[src/rtl/ad1adc.sv]
// Serial reader for the dual-channel PmodAD1: one shared frame clocks both AD7476A outputs in.
// Optional leading-bit check enabled with `define AD1ADC_LEADCHK_EN (sticky adcerr).
//
// state   | meaning
// IDLE    | adcsync high, waiting for adcen=1 and davadc=0
// SETUP   | adcsync low, shift registers and bit counter cleared
// SHIFT   | 16 bits x 2 phases, sample both sd inputs as adcsck rises
// DONE    | adcsync high, load outputs, raise adcdav
// WAIT    | hold adcdav until davadc is sampled high
// QUIET   | adcsync held high for QUIET cycles before IDLE
module ad1adc #(
   parameter int NBITS = 12,
   parameter int NLEAD = 4,
   parameter int QUIET = 2
) (
   input  logic             adcclk,
   input  logic             adcrstn,
   input  logic             adcen,
   input  logic             adcsd1,
   input  logic             adcsd2,
   output logic             adcsync,
   output logic             adcsck,
   output logic             adcdav,
   input  logic             davadc,
   output logic [NBITS-1:0] adcdata1,
   output logic [NBITS-1:0] adcdata2,
   output logic             adcerr
);

   localparam int FL = NLEAD + NBITS;
   localparam int QW = (QUIET > 1) ? $clog2(QUIET) : 1;
`ifdef AD1ADC_LEADCHK_EN
   localparam int SW = FL;
`else
   // Without the check the leading bits simply fall off the top of the register.
   localparam int SW = NBITS;
`endif

   typedef enum logic [2:0] {
      S_IDLE, S_SETUP, S_SHIFT, S_DONE, S_WAIT, S_QUIET
   } state_t;

   state_t          state;
   logic [4:0]      bitcnt;
   logic            phase;
   logic [QW-1:0]   qcnt;
   logic [SW-1:0]   sh1, sh2;

   always_ff @(posedge adcclk or negedge adcrstn) begin
      if (!adcrstn) begin
         state    <= S_IDLE;
         adcsync  <= 1'b1;
         adcsck   <= 1'b1;
         adcdav   <= 1'b0;
         adcdata1 <= '0;
         adcdata2 <= '0;
         bitcnt   <= '0;
         phase    <= 1'b0;
         qcnt     <= '0;
         sh1      <= '0;
         sh2      <= '0;
      end else begin
         case (state)
            S_IDLE: begin
               adcsync <= 1'b1;
               adcsck  <= 1'b1;
               if (adcen && !davadc) begin
                  state   <= S_SETUP;
                  adcsync <= 1'b0;
                  bitcnt  <= '0;
                  phase   <= 1'b0;
                  sh1     <= '0;
                  sh2     <= '0;
               end
            end
            S_SETUP: begin
               adcsck <= 1'b0;
               phase  <= 1'b0;
               state  <= S_SHIFT;
            end
            S_SHIFT: begin
               if (!phase) begin
                  adcsck <= 1'b1;
                  phase  <= 1'b1;
                  sh1    <= {sh1[SW-2:0], adcsd1};
                  sh2    <= {sh2[SW-2:0], adcsd2};
               end else if (bitcnt == 5'(FL-1)) begin
                  state   <= S_DONE;
                  adcsync <= 1'b1;
               end else begin
                  adcsck <= 1'b0;
                  phase  <= 1'b0;
                  bitcnt <= bitcnt + 5'd1;
               end
            end
            S_DONE: begin
               adcdata1 <= sh1[NBITS-1:0];
               adcdata2 <= sh2[NBITS-1:0];
               adcdav   <= 1'b1;
               state    <= S_WAIT;
            end
            S_WAIT: begin
               if (davadc) begin
                  adcdav <= 1'b0;
                  qcnt   <= QW'(QUIET-1);
                  state  <= S_QUIET;
               end
            end
            S_QUIET: begin
               if (qcnt == '0) state <= S_IDLE;
               else            qcnt  <= qcnt - 1'b1;
            end
            default: state <= S_IDLE;
         endcase
      end
   end

`ifdef AD1ADC_LEADCHK_EN
   always_ff @(posedge adcclk or negedge adcrstn) begin
      if (!adcrstn)
         adcerr <= 1'b0;
      else if (state == S_DONE && ((|sh1[FL-1:NBITS]) || (|sh2[FL-1:NBITS])))
         adcerr <= 1'b1;
   end
`else
   assign adcerr = 1'b0;
`endif

endmodule

[config.mk]
export PLATFORM = sky130hd
export DESIGN_NAME = ad1adc
export DESIGN_NICKNAME = d
export VERILOG_FILES = /design/src/rtl/ad1adc.sv
export SDC_FILE = /design/constraint.sdc
export NUM_CORES = 1
export LEC_CHECK = 0
export BUFFER_PORTS_ARGS = -buffer_cell sky130_fd_sc_hd__buf_4
export CAP_MARGIN = 5
export CELL_PAD_IN_SITES_DETAIL_PLACEMENT = 0
export CELL_PAD_IN_SITES_GLOBAL_PLACEMENT = 1
export CORE_MARGIN = 3
export CORE_UTILIZATION = 30
export CTS_CLUSTER_SIZE = 40
export DETAILED_ROUTE_END_ITERATION = 8
export GPL_ROUTABILITY_DRIVEN = 0
export MAX_ROUTING_LAYER = met4
export PLACE_DENSITY_LB_ADDON = 0.25
export SLEW_MARGIN = 20
export SYNTH_ARGS = -nofsm -noshare
export SYNTH_HDL_FRONTEND = slang
export SYNTH_SLANG_ARGS = --single-unit
export TNS_END_PERCENT = 30
[constraint.sdc]
create_clock -name adcclk -period 3.15 [get_ports adcclk]
set_clock_uncertainty 0.05 [all_clocks]
set_input_delay 0.1575 -clock adcclk [delete_from_list [all_inputs] [get_ports adcclk]]
set_output_delay 0.1575 -clock adcclk [all_outputs]
set_load 0.005 [all_outputs]
==> results.md <==
| Stage | Result | Reported |
| --- | --- | --- |
| cts | Clock tree from TritonCTS | done |
| job | Max-cap check violation count | 0 |
| power | Worst VDD drop | 0.0002501 V |
| route | Number of vias after detailed routing | 1643 |
| route | Via density per instance | 4.890 |
| yosys | Synth cell types | 46 |
| yosys | Number of nets produced by synthesis | 201 |
| route | Post-DR wirelength/cell | 14.30 um |
| yosys | Flip-flop cell with the highest count after synthesis | dfrtp_1 |
| grt | Via count of the first global-routing pass | 1642 |
| grt | Grt met2 use | 0.1431 |
| outcome | Result of the run | finished, final reports clean |
| sta | Worst slew margin relative to its limit | 0.4882 |
| setup path | Slowest cell delay on critical path | 0.75 ns |
| cts | # resized after CTS | 0 |
| setup path | Critical Path End Type | flop |
| setup path | WP buf/inv | 0 |
| layout | Net count, final | 235 |
| power | Total Power Consumption | 2877 uW |
| setup path | Critical-path top delay cell | dfrtp_1 |
| grt | Global-route met1 utilization | 0.1532 |
| yosys | Proportion of register bits with asynchronous set or reset after synthesis | 1.000 |
| layout | Finished Layout Cells | 336 |
| grt | Congestion Overflow GR | 0 |
| setup path | Endpoint required time on the critical path | 3.31 ns |
| floorplanning | Placeable core area | 8341 sq um |
| layout | Util after Layout | 0.3743 |
| power | Reported net switching power | 938.2 uW |
| floorplanning | Overall die width | 99.21 um |
| power | Switch share | 0.3261 |
| placement | HPWL after detailed placement | 3055 um |
| yosys | Share of the synthesized area in the top cell type | 0.5665 |
| placement | Post-Place Worst Slack | 1.108 ns |
| floorplanning | Vertical die dimension | 99.21 um |
| yosys | Post-Syn Instances | 192 |
| route | Drt drc | 0 |
| cts | Number of clock buffers inserted by TritonCTS | 9 |
| sta | Slack of the critical path | 1.160 ns |
| setup path | Crit Path Max Fanout | 25 |
| grt | Most Used Layer, Global Route | met1 |
| power | Cell area power density | 921.7 nW/um^2 |
| grt | Pin count of the biggest net entering global routing | 62 |
| cts | Max Root-Sink Buffers | 2 |
| placement | Number of port buffers | 32 |
| route | Detailed router's first-iteration violation count | 82 |
| yosys | Post-synth design cell area | 2606 sq um |
| yosys | Leading cell type by number of instances after synthesis | dfrtp_1 |
| yosys | Most area-consuming cells after synthesis | dfrtp_1 (57%), mux2_2 (10%), a22o_1 (8.7%), dfstp_2 (2.0%), buf_6 (1.7%) |
| grt | First-pass GRT wire length | 8169 um |
| grt | Antenna violations before repair | 0 |
| layout | Share of layout cells above drive strength 1 | 0.3593 |
| power | Part of the total power dissipated in sequential elements | 0.460 |
| sta | Max-slew violation count | 0 |
| floorplanning | I/O pin cnt | 34 |
| cts | Num Clock Sinks | 61 |
| yosys | Number of synthesized flops with an enable pin | 0 |
| grt | Global-route track usage on met3 | 0.02945 |
| yosys | Top cells by instance count after synthesis | dfrtp_1 (59), a22o_1 (26), mux2_2 (24) |
| floorplanning | Row count | 33 |
| sta | Time the worst path needs with I/O delays and setup | 1.990 ns |
| sta | Final period util | 0.6317 |
| sta | Final setup violation count | 0 |
| power | Share of total power in the clock network | 0.242 |
| route | Number of nets with antenna violations after routing | 0 |
| floorplanning | Starting density of the core | 0.3125 |
| setup path | Flop2flop setup slack | 1.16 ns |
| setup path | Type of the worst setup path | flop to flop |
| min path | Path class of the lowest-slack min-delay path | input pin to flop |
| cts | Clk slew on worst S/H paths | 0.07 ns |
| route | First-pass DRT Iterations | 4 |
| yosys | Total of warnings raised by yosys | 0 |
| yosys | Average cell area after synthesis | 13.57 sq um |
| cts | CTS Root Buffer Type | clkbuf_8 |
| sta | Unrepaired setup endpoints after global routing | false |
| power | Standby leakage power | 0.001528 uW |
| power | Internal power summed over all cells | 1939 uW |
| placement | Cell count after placement | 317 |
| setup path | Cell type group with the largest total delay on the critical path | flip-flops |
| floorplanning | Die area | 9842 sq um |
| yosys | Post-synthesis register bit count | 61 |
| sta | Number of hold violations in the final report | 0 |
| cts | Clock latency on the worst-skew pair | 0.33 ns |
| setup path | Kind of launch point of the worst setup path | flop |
| sta | Worst slew pin tran | 0.7678 ns |
| grt | GRT Resource Usage Total | 0.1102 |
| sta | Setup total negative slack | 0 ns |
| layout | Area overhead of the layout relative to synthesis | 19.78% |
| setup path | Worst path cell trace | and2b_1 -> nand2_2 -> mux2_2 |
| yosys | Share of the yosys chip area belonging to registers | 0.5867 |
| power | Combinational Power Share | 0.298 |
| yosys | Cell type with the largest total area after synthesis | dfrtp_1 |
| cts | H-tree levels | 3 |
| layout | Number of inserted diodes | 0 |
| sta | Achievable frequency | 502.6 MHz |
| setup path | Arr. time, crit path | 2.15 ns |
| route | Aggregate routed wire length | 4805 um |
-- layer usage --
metal  vias to the layer above  share of wire
met4                         0          0.025
li1                        773              -
met5                         -              0
met3                        12          0.041
met2                        35           0.43
met1                       823           0.51
-- final cells by class --
cell class              count  area (sq um)
multi-input cells         113         963.4
repair buffers             36         277.8
clock buffers              11         141.4
well taps                 105         131.4
inverters                   5         18.77
fillers                   834          5219
flip-flops and latches     61          1529
clock inverters             5         60.06
-- registers in the layout, indices dropped and copies added, names as in the netlist --
name,flops
adcsck,1
adcdata1,12
phase,1
state,3
sh2,12
qcnt,1
adcdata2,12
adcsync,1
adcdav,1
bitcnt,5
sh1,12
-- worst min-delay path: cells and delay by family --
kind	cells	cell delay [ns]
buffers and inverters	1	0.14
AO/OA/AOI/OAI	2	0.17
-- layout by cell type (no fill, tap or decap), drive strengths merged, types with 2 or more instances in the layout --
cell type / netlist / layout
dfrtp: 59 / 59
o211ai: 2 / 2
inv: 5 / 5
or2: 2 / 2
a22o: 26 / 26
nor3b: 2 / 2
nand2: 9 / 9
nor2: 2 / 2
a21o: 2 / 2
clkinv: 0 / 3
dlygate4sd3: 0 / 3
buf: 11 / 33
and3: 3 / 3
nand2b: 3 / 3
a221o: 2 / 2
ha: 3 / 3
mux2: 24 / 24
o21ai: 5 / 5
a21oi: 3 / 3
nor2b: 4 / 4
dfstp: 2 / 2
a2bb2oi: 2 / 2
clkbuf: 2 / 11
-- power by group through the flow --
stage	Sequential, uW	Clock (uW)	Combinational, uW
global route	1370	754	970
global placement	1340	0	873
finish	1320	697	857
detailed placement	1340	0	876
CTS	1330	722	881
floorplan	1230	0	698
-- per-stage QoR --
| step | instance area [sq um] | hold slack [ns] |
|---|---|---|
| 4_1_cts | 3122 | 0.1177 |
| 6_report | 3122 | 0.1348 |
| 3_5_place_dp | 2890 | 0.2506 |
| 3_3_place_gp | 2890 | 0.2480 |
| 2_1_floorplan | 2606 | -0.1881 |
| 5_1_grt | 3122 | 0.1316 |
-- kinds of logic after synthesis --
kind of cell | Yosys count | synth area share
flip-flops | 61 | 0.5867
XOR/XNOR | 1 | 0.003361
AO/OA/AOI/OAI | 50 | 0.1589
buffers and inverters | 18 | 0.04369
multiplexers | 24 | 0.1037
AND/OR/NAND/NOR | 34 | 0.08786
adder cells (fa/ha/maj) | 3 | 0.01440
other | 1 | 0.001439
-- what timing repair did --
item / in CTS / in global routing
hold buffers: 3 / 0
hold endpoints to repair: 61 / 0
setup buffers: 0 / 0
endpoints found under the setup margin: 0 / 0
-- final timing paths --
path                                            from                      end  cells past startpoint
worst min register to register    adcsck$_DFFE_PN1P_       adcsck$_DFFE_PN1P_                      2
worst max-delay path            state[1]$_DFFE_PN0P_  adcdata2[2]$_DFFE_PN0N_                      3
worst min-delay path                          davadc         qcnt$_DFFE_PN0P_                      3
max in group asynchronous                    adcrstn     state[2]$_DFFE_PN0P_                      2
min in group asynchronous                    adcrstn  adcdata2[1]$_DFFE_PN0N_                      2
worst max register to register  state[1]$_DFFE_PN0P_  adcdata2[2]$_DFFE_PN0N_                      3
(Power assumes the default switching activity.)
